<file path="src/rtl/systolic_feeder.sv">
// rtl/systolic_feeder.sv - job sequencer and skewed lane driver for an NxN systolic array
//
// Runs one matrix job: CLEAR, FEED (K beats), FLUSH (N), READ (N), then a done pulse.
//   clk, reset_n        : clock, asynchronous active-low reset
//   start, k_len        : job request and beat count, sampled only in IDLE
//   busy, done          : job in progress / one-cycle completion pulse
//   in_valid, in_ready  : beat handshake (a_col = column k of A, b_row = row k of B)
//   pe_clear, pe_read   : broadcast PE accumulator clear / shift-out controls
//   l_d, t_d            : left-edge row lanes / top-edge column lanes of the array
//   res_valid, res_col  : result column presented on the array's left outputs
module systolic_feeder #(
  parameter int N  = 4,
  parameter int W  = 16,
  parameter int KW = 16
) (
  input  logic                   clk,
  input  logic                   reset_n,
  input  logic                   start,
  input  logic [KW-1:0]          k_len,
  output logic                   busy,
  output logic                   done,
  input  logic                   in_valid,
  output logic                   in_ready,
  input  logic [N*W-1:0]         a_col,
  input  logic [N*W-1:0]         b_row,
  output logic                   pe_clear,
  output logic                   pe_read,
  output logic [N*W-1:0]         l_d,
  output logic [N*W-1:0]         t_d,
  output logic                   res_valid,
  output logic [$clog2(N)-1:0]   res_col
);

  localparam int CW = $clog2(N);

  typedef enum logic [2:0] {
    S_IDLE  = 3'd0,
    S_CLEAR = 3'd1,
    S_FEED  = 3'd2,
    S_FLUSH = 3'd3,
    S_READ  = 3'd4
  } state_t;

  state_t          state_q, state_d;
  logic [KW-1:0]   cnt_q, cnt_d;     // beats still to accept
  logic [CW-1:0]   ph_q, ph_d;       // cycle index inside FLUSH / READ
  logic            done_q, done_d;
  logic [N*W-1:0]  l_d_q;
  logic            accept;

  assign accept = (state_q == S_FEED) && in_valid;

  always_ff @(posedge clk or negedge reset_n) begin
    if (!reset_n) begin
      state_q <= S_IDLE;
      cnt_q   <= '0;
      ph_q    <= '0;
      done_q  <= 1'b0;
    end else begin
      state_q <= state_d;
      cnt_q   <= cnt_d;
      ph_q    <= ph_d;
      done_q  <= done_d;
    end
  end

  always_comb begin
    state_d = state_q;
    cnt_d   = cnt_q;
    ph_d    = ph_q;
    done_d  = 1'b0;
    case (state_q)
      S_IDLE: begin
        if (start) begin
          state_d = S_CLEAR;
          cnt_d   = k_len;
        end
      end
      S_CLEAR: begin
        ph_d    = '0;
        state_d = (cnt_q == '0) ? S_FLUSH : S_FEED;
      end
      S_FEED: begin
        if (in_valid) begin
          cnt_d = cnt_q - KW'(1);
          if (cnt_q == KW'(1)) begin
            state_d = S_FLUSH;
            ph_d    = '0;
          end
        end
      end
      S_FLUSH: begin
        if (ph_q == CW'(N - 1)) begin
          state_d = S_READ;
          ph_d    = '0;
        end else begin
          ph_d = ph_q + CW'(1);
        end
      end
      S_READ: begin
        if (ph_q == CW'(N - 1)) begin
          state_d = S_IDLE;
          ph_d    = '0;
          done_d  = 1'b1;
        end else begin
          ph_d = ph_q + CW'(1);
        end
      end
      default: begin
        state_d = S_IDLE;
        ph_d    = '0;
      end
    endcase
  end

  assign busy      = (state_q != S_IDLE);
  assign done      = done_q;
  assign in_ready  = (state_q == S_FEED);
  assign pe_clear  = (state_q == S_CLEAR);
  assign pe_read   = (state_q == S_READ);
  assign res_valid = (state_q == S_READ);
  // ph_q also runs during FLUSH; only expose it while a result column is presented.
  assign res_col   = (state_q == S_READ) ? ph_q : '0;

  // Row lanes are unskewed: the array itself delays left data one PE per column.
  always_ff @(posedge clk or negedge reset_n) begin
    if (!reset_n) begin
      l_d_q <= '0;
    end else begin
      l_d_q <= accept ? a_col : '0;
    end
  end
  assign l_d = l_d_q;

  // Column lane j is broadcast down its column, so it must lag the row data by j
  // cycles to meet the matching A element at PE(i,j): a chain of j+1 registers.
  for (genvar j = 0; j < N; j++) begin : g_lane
    logic [W-1:0] sh_q [0:j];

    always_ff @(posedge clk or negedge reset_n) begin
      if (!reset_n) begin
        for (int s = 0; s <= j; s++) begin
          sh_q[s] <= '0;
        end
      end else begin
        sh_q[0] <= accept ? b_row[j*W +: W] : '0;
        for (int s = 1; s <= j; s++) begin
          sh_q[s] <= sh_q[s-1];
        end
      end
    end

    assign t_d[j*W +: W] = sh_q[j];
  end

endmodule

</file>
<file path="config.mk">
export PLATFORM = sky130hd
export DESIGN_NAME = systolic_feeder
export DESIGN_NICKNAME = d
export VERILOG_FILES = /design/src/rtl/systolic_feeder.sv
export SDC_FILE = /design/constraint.sdc
export NUM_CORES = 1
export LEC_CHECK = 0
export BUFFER_PORTS_ARGS = -buffer_cell sky130_fd_sc_hd__buf_2
export CORE_MARGIN = 2
export CORE_UTILIZATION = 54
export DETAILED_ROUTE_END_ITERATION = 7
export GPL_TIMING_DRIVEN = 0
export HOLD_SLACK_MARGIN = 0.15
export PLACE_DENSITY = 0.95
export REMOVE_ABC_BUFFERS = 1
export SLEW_MARGIN = 20
export SYNTH_ARGS = -nofsm -noshare
export SYNTH_HDL_FRONTEND = slang
export SYNTH_SLANG_ARGS = --single-unit
</file>
<file path="constraint.sdc">
create_clock -name clk -period 2.6 [get_ports clk]
set_input_delay 0.26 -clock clk [delete_from_list [all_inputs] [get_ports clk]]
set_output_delay 0.26 -clock clk [all_outputs]
set_load 0.01 [all_outputs]
</file>
==> results of run 1 <==
## per-layer routing
layer / share of wire [%] / GRT usage [%]
met5: 0 / 0
met4: 4.1 / 11.25
met3: 8.3 / 8.629
met2: 52 / 53.03
met1: 36 / 36.39
## Yosys cell counts (2+ instances only)
library cell                count
sky130_fd_sc_hd__nand4_1        3
sky130_fd_sc_hd__mux2i_1        5
sky130_fd_sc_hd__clkbuf_2       8
sky130_fd_sc_hd__nor4_1         2
sky130_fd_sc_hd__a22oi_1        2
sky130_fd_sc_hd__buf_2          8
sky130_fd_sc_hd__nor3b_1        2
sky130_fd_sc_hd__clkbuf_1      22
sky130_fd_sc_hd__or4_1          4
sky130_fd_sc_hd__o22ai_1        3
sky130_fd_sc_hd__mux2_2         2
sky130_fd_sc_hd__nor2b_1        2
sky130_fd_sc_hd__nand2_1       12
sky130_fd_sc_hd__or3_1          2
sky130_fd_sc_hd__a21oi_1       14
sky130_fd_sc_hd__nand3_1        3
sky130_fd_sc_hd__and3_1       132
sky130_fd_sc_hd__a31oi_1        3
sky130_fd_sc_hd__a2bb2oi_1      5
sky130_fd_sc_hd__nor2_1        15
sky130_fd_sc_hd__dfrtp_1      246
sky130_fd_sc_hd__buf_4         50
sky130_fd_sc_hd__o2bb2ai_1      6
sky130_fd_sc_hd__nor3_1         4
sky130_fd_sc_hd__and2_1         4
sky130_fd_sc_hd__inv_1          5
sky130_fd_sc_hd__ha_1           4
sky130_fd_sc_hd__o21ai_0       10
sky130_fd_sc_hd__or3b_1         2
## logic make-up after synthesis
kind of cell,after synthesis
flops,246
fa+ha+maj,4
buf+inv,94
compound gates,56
simple gates,197
mux,7
## worst max-delay path by stage
stage                            from                      to  slack (ps)  depth (start not counted)
2_1_floorplan  state_q[2]$_DFFE_PN0P_    cnt_q[7]$_DFFE_PN0P_         -50                          5
3_3_place_gp                  reset_n  state_q[0]$_DFFE_PN0P_       -2700                          1
3_5_place_dp   state_q[2]$_DFFE_PN0P_   cnt_q[15]$_DFFE_PN0P_         -60                          6
4_1_cts        state_q[2]$_DFFE_PN0P_                in_ready         110                          3
5_1_grt        state_q[2]$_DFFE_PN0P_                in_ready          50                          3
6_report       state_q[2]$_DFFE_PN0P_                in_ready         140                          3
## where the power goes
part / leakage (nW) / internal [mW] / switching, mW
sequential: 3.28 / 4.63 / 0.497
clock: 0.402 / 2.05 / 1.48
combinational: 3.00 / 1.17 / 1.68
total: 6.68 / 7.84 / 3.65
## worst reg2reg max path: stages, from the launching register on
cell and delay (ps):
sky130_fd_sc_hd__dfrtp_1 680, sky130_fd_sc_hd__or3b_4 430, sky130_fd_sc_hd__clkinv_8 280, sky130_fd_sc_hd__buf_16 300
sky130_fd_sc_hd__nand2_1 130, sky130_fd_sc_hd__nor4_1 40, sky130_fd_sc_hd__or3b_1 370
## state kept, by name, summed over array words and instances, names as in the netlist
register / cells
ph_q: 2
t_d: 48
l_d: 64
done: 1
g_lane.sh_q: 112
state_q: 3
cnt_q: 16
## layout make-up
cell class / instances / area (sq um)
clock inverters: 10 / 122.6
multi-input cells: 264 / 1725
well taps: 211 / 264.0
repair buffers: 430 / 2963
diodes: 2 / 5.005
fillers: 820 / 3303
clock buffers: 33 / 684.4
inverters: 6 / 35.03
flip-flops and latches: 246 / 6156
## repair_timing
item | 4_1_cts | 5_1_grt
resized for setup | 4 | 1
endpoints found under the setup margin | 9 | 1
hold buffers | 143 | 0
hold endpoints to repair | 275 | 0
## per-stage QoR
stage,worst slack [ps],total power [mW],std cells
final,142.8,11.50,1202
after global routing,52.86,12.04,1202
after CTS,109.0,11.37,1200
after detailed placement,-64.03,7.680,1014
after global placement,-2696,7.410,1010
after floorplan,-48.39,6.422,516
==> results.yml, run 1 <==
status:
  outcome: "completed"
route:
  count_of_vias_placed_by_the_detailed_router: 6356
  routed_length_per_instance_um: 20.90
  drt-vias-per-instance: 5.288
  drt-pass1-iter-count: 5
  finalWirelength_um: 25120
  drcViolationCount: 0
  drt_iter0_markers: 446
  detail-route-antenna-nets: 0
yosys:
  synth_area_leader_cell: "sky130_fd_sc_hd__dfrtp_1"
  yosys-top-cells-area: "sky130_fd_sc_hd__dfrtp_1 73%, sky130_fd_sc_hd__and3_1 9.8%, sky130_fd_sc_hd__buf_4 4.4%, sky130_fd_sc_hd__clkbuf_1 0.98%, sky130_fd_sc_hd__a21oi_1 0.83%"
  yosysWarnings: 0
  largest_family_of_logic_cells_by_synthesized_area: "simple AND/OR/NAND/NOR gates"
  synth_enable_flop_cells: 0
  synth-compound-area-share_pct: 4.507
  synth_mux_area_share_pct: 0.8599
  yosys_register_bits: 246
  seq_area_frac_synth_pct: 72.94
  ys_dominant_reg_cell: "sky130_fd_sc_hd__dfrtp_1"
  synth_cell_types: 53
  synthesis.area_per_instance_sq_um: 13.97
  synth-xor-area-share_pct: 0
  synthesis.instances: 604
  synthDominantCellAreaShare_pct: 72.94
  netlist_area_sq_mm: 0.008439
  postSynth.asyncResetShare_pct: 100.0
  post_synth_and_or_nand_nor_area_fraction_pct: 14.46
  post_synth_fa_ha_maj_area_fraction_pct: 0.5930
final_layout:
  flow.area_growth_from_synthesis_pct: 41.66
  finalCoreUtilization_pct: 78.35
  layout_commonest_cell: "sky130_fd_sc_hd__buf_2"
  fin_nets: 1124
  fraction_of_layout_instances_using_a_drive_strength_above_1_pct: 34.38
  final_cell_area_sq_mm: 0.01196
  mostFrequentLayoutCells: "281 x sky130_fd_sc_hd__buf_2, 246 x sky130_fd_sc_hd__dfrtp_1, 143 x sky130_fd_sc_hd__dlygate4sd3_1"
placement:
  place_congestion: 0.8251
  dpl_cell_area_sq_mm: 0.009702
  port-buffer-count: 283
  post-dp-hpwl_um: 13300
job:
  maxCapViolCount: 0
global_route:
  gr-usage-all-layers_pct: 30.45
  first_global_vias: 6896
  grt_remaining_overflow: 0
  wire_length_of_the_first_global_routing_pass_um: 38430
  pin_count_of_the_biggest_net_entering_global_routing: 110
  grt_antenna_before_repair: 2
pwr:
  p_leak_nw: 6.684
  power_density_mw_per_mm2: 961.7
  vdd_ir_drop_max_mv: 1.327
worst_hold_path:
  min_path_cells: 3
  worstHoldPathType: "in -> reg"
  min_delay_worst_endpoint: "cnt_q[11]$_DFFE_PN0P_"
  hold_path_startpoint: "k_len[11]"
die:
  design.portCount: 284
  fp.coreArea_sq_mm: 0.01526
  full_die_area_sq_mm: 0.01664
  die_height_um: 129.0
  floorplan.die.width_um: 129.0
  rows: 45
  start_util_pct: 55.31
timing:
  relSlewSlack_pct: 54.83
  clock-skew-final_ps: 21.70
  report.final.slew_viol_count: 0
  final_report_hold_violation_count: 0
  layout_min_cycle_time_ps: 2457
  tightestPinTransition_ps: 677.6
  period_share_pct: 94.51
  hold_ws_ps: 155.2
  grt_setup_unrepaired: "false"
  totalNegativeSetupSlack_ps: 0
  fmaxAchievable_ghz: 0.4070
  report.final.setup_viol: 0
worst_setup_path:
  timing.critical_path.to_type: "primary output"
  r2r-end: "cnt_q[15]$_DFFE_PN0P_"
  timing.critical_path.max_delay_family: "simple AND/OR/NAND/NOR gates"
  cp.arrival_ps: 2200
  critical_path.slowest_cell: "sky130_fd_sc_hd__or3b_4"
  maximum_cell_stage_delay_along_the_critical_path_ps: 600
  timing.critical_path.fanout_max: 80
  rr_worst_depth: 6
  timing.setup.critical_path_class: "reg -> out"
  setup_crit_start_kind: "flop"
  worst-r2r-setup-slack_ps: 240
  buffering_stage_count_on_the_worst_path_with_inverters_included: 2
  cp_data_required_time_ps: 2340
  worstReg2RegStart: "state_q[2]$_DFFE_PN0P_"
  crit_chain: "or3b_4 -> clkinv_8 -> buf_2"
clock_network:
  cts.path.max_buffers: 3
  clk_latency_ps: 520
  number_of_clock_sinks: 246
  cts_setup_buffers: 0
  number_of_levels_in_the_clock_h_tree: 1
  cts-buffers-inserted: 24
  tritoncts: "yes"
  clock_tree.root_cell: "sky130_fd_sc_hd__clkbuf_16"
  clk_pin_slew_ps: 60
No activity file was read; power rests on OpenSTA's default activity.
==> run 2, diff against run 1 <==
--- a/config.mk
+++ b/config.mk
@@ -6,12 +6,14 @@
 export NUM_CORES = 1
 export LEC_CHECK = 0
 export BUFFER_PORTS_ARGS = -buffer_cell sky130_fd_sc_hd__buf_2
+export CELL_PAD_IN_SITES_DETAIL_PLACEMENT = 1
+export CELL_PAD_IN_SITES_GLOBAL_PLACEMENT = 1
 export CORE_MARGIN = 2
-export CORE_UTILIZATION = 54
+export CORE_UTILIZATION = 35
 export DETAILED_ROUTE_END_ITERATION = 7
 export GPL_TIMING_DRIVEN = 0
 export HOLD_SLACK_MARGIN = 0.15
-export PLACE_DENSITY = 0.95
+export PLACE_DENSITY = 0.85
 export REMOVE_ABC_BUFFERS = 1
 export SLEW_MARGIN = 20
 export SYNTH_ARGS = -nofsm -noshare
==> constraint.sdc (replaced) <==
create_clock -name clk -period 2.05 [get_ports clk]
set_input_delay 0.205 -clock clk [delete_from_list [all_inputs] [get_ports clk]]
set_output_delay 0.205 -clock clk [all_outputs]
set_load 0.01 [all_outputs]
==> run 2 against run 1 <==
Critical path depth unchanged. Worst hold slack better by 47 ps. Via count down 1.4%. Critical path type unchanged. Clock skew down 11 ps. Design area up 4.0%. Cell count up 11%. Worst setup slack worse by 95 ps.
==> results.yml, run 2 (synthesized netlist as in run 1, its figures left out) <==
status:
  outcome: "completed"
pwr:
  vdd_ir_drop_max_mv: 1.203
  internal-power_mw: 10.73
  p_leak_nw: 6.848
  share_comb_of_total_power_pct: 25.6
  power_density_mw_per_mm2: 1261
  power_frac_clock_pct: 33.2
  sw_pwr_mw: 4.952
  power.sequential.fraction_pct: 41.1
  switching_share_pct: 31.58
placement:
  port-buffer-count: 283
  place_congestion: 0.7858
  post-dp-hpwl_um: 14770
  dpl_cell_area_sq_mm: 0.009837
route:
  drcViolationCount: 0
  drt-pass1-iter-count: 6
  routed_length_per_instance_um: 20.41
  detail-route-antenna-nets: 0
  drt-vias-per-instance: 4.682
  drt_iter0_markers: 257
  finalWirelength_um: 27330
  count_of_vias_placed_by_the_detailed_router: 6269
die:
  fp.coreArea_sq_mm: 0.02354
  full_die_area_sq_mm: 0.02537
  floorplan.die.width_um: 159.3
  rows: 56
  design.portCount: 284
  die_height_um: 159.3
  start_util_pct: 35.85
timing:
  period_share_pct: 97.66
  tightestPinTransition_ps: 643.4
  clock-skew-final_ps: 10.92
  fmaxAchievable_ghz: 0.4995
  relSlewSlack_pct: 57.11
  report.final.slew_viol_count: 0
  final_report_hold_violation_count: 0
  report.final.setup_viol: 0
  layout_min_cycle_time_ps: 2002
worst_hold_path:
  min_path_cells: 4
  hold_path_startpoint: "start"
  min_delay_worst_endpoint: "state_q[0]$_DFFE_PN0P_"
  worstHoldPathType: "in -> reg"
worst_setup_path:
  crit_chain: "or3b_4 -> clkinv_16 -> buf_6"
  timing.critical_path.max_delay_family: "simple AND/OR/NAND/NOR gates"
  timing.critical_path.fanout_max: 35
  timing.critical_path.to_type: "primary output"
  maximum_cell_stage_delay_along_the_critical_path_ps: 510
  timing.setup.critical_path_class: "reg -> out"
  rr_worst_depth: 5
  worst-r2r-setup-slack_ps: 80
  setup_crit_start_kind: "flop"
  buffering_stage_count_on_the_worst_path_with_inverters_included: 2
  r2r-end: "cnt_q[15]$_DFFE_PN0P_"
  critical_path.slowest_cell: "sky130_fd_sc_hd__or3b_4"
  worstReg2RegStart: "state_q[1]$_DFFE_PN0P_"
  cp_data_required_time_ps: 1850
  cp.arrival_ps: 1800
final_layout:
  multi_input_comb_area_sq_mm: 0.001740
  finalCoreUtilization_pct: 52.83
  layout_commonest_cell: "sky130_fd_sc_hd__buf_2"
  fraction_of_layout_instances_using_a_drive_strength_above_1_pct: 36.26
  mostFrequentLayoutCells: "280 x sky130_fd_sc_hd__buf_2, 243 x sky130_fd_sc_hd__dfrtp_1, 145 x sky130_fd_sc_hd__dlygate4sd3_1"
  final_cell_area_sq_mm: 0.01244
  largest_reg_flops: 112
  regMostFlops: "g_lane.sh_q"
  fin_nets: 1146
  fill_cell_instance_count_of_the_final_layout: 2495
  flow.area_growth_from_synthesis_pct: 47.37
  total_area_of_sequential_cells_sq_mm: 0.006160
clock_network:
  cts-buffers-inserted: 27
  clk_pin_slew_ps: 60
  tritoncts: "yes"
  number_of_levels_in_the_clock_h_tree: 1
  number_of_clock_sinks: 246
  cts.path.max_buffers: 3
  clock_tree.root_cell: "sky130_fd_sc_hd__clkbuf_16"
  clk_latency_ps: 530
global_route:
  wire_length_of_the_first_global_routing_pass_um: 41940
  gr-usage-all-layers_pct: 21.16
  first_global_vias: 7296
  grt_antenna_before_repair: 5
  grt_remaining_overflow: 0
  pin_count_of_the_biggest_net_entering_global_routing: 105
job:
  maxCapViolCount: 0
run 2: per-stage QoR:
step	std cells	setup slack, ps	hold slack [ps]	TNS [ps]	power (mW)
floorplan	516	-598.4	-90.59	-50450	8.145
global placement	1118	-3404	331.7	-1022730	9.458
detailed placement	1122	-630.9	164.9	-37200	9.816
CTS	1322	-76.97	173.0	-76.97	15.43
global route	1339	-31.64	198.8	-56.87	16.51
finish	1339	47.92	201.9	0	15.68
run 2: cell type report:
class / count / share of cell area [%]
clock inverters: 15 / 1.831
well taps: 319 / 3.209
diodes: 5 / 0.1006
repair buffers: 447 / 24.94
clock buffers: 35 / 5.916
inverters: 6 / 0.3924
repair inverters: 1 / 0.09054
multi-input cells: 265 / 13.99
flip-flops and latches: 246 / 49.53
run 2: worst max path at each step:
stage	startpoint	end	slack (ps)	cells after the start
CTS	state_q[1]$_DFFE_PN0P_	in_ready	-80	3
detailed placement	state_q[2]$_DFFE_PN0P_	cnt_q[15]$_DFFE_PN0P_	-630	6
global placement	reset_n	l_d[29]$_DFF_PN0_	-3400	1
finish	state_q[0]$_DFFE_PN0P_	in_ready	50	3
floorplan	state_q[2]$_DFFE_PN0P_	cnt_q[7]$_DFFE_PN0P_	-600	5
global route	state_q[1]$_DFFE_PN0P_	cnt_q[15]$_DFFE_PN0P_	-30	5
run 2: power by group through the flow:
stage                     logic, mW  registers (mW)  clock network, mW
final                          4.02            6.45               5.21
after floorplan                1.53            6.62                  0
after detailed placement       3.31            6.51                  0
after global routing           4.38            6.56               5.57
after CTS                      3.70            6.43               5.29
after global placement         3.05            6.41                  0
run 2: what timing repair did:
item,CTS,global route
gates cloned,1,1
setup endpoints to repair,143,11
buffers inserted,4,11
resized for setup,12,2
pin swaps,1,1
hold endpoints to repair,390,0
hold buffers,145,0
run 2: tightest hold or removal path: stages:
cell and delay, ps:
sky130_fd_sc_hd__buf_2 120, sky130_fd_sc_hd__o2bb2ai_1 120, sky130_fd_sc_hd__a21oi_1 180, sky130_fd_sc_hd__a2111oi_2 50
run 2: per-layer routing:
layer	global-route usage (%)	routed length, um	up-vias
met1	23.40	10030	3184
met3	4.298	1378	60
li1	-	-	2809
met5	0	0	-
met4	7.479	918	0
met2	40.14	15000	216
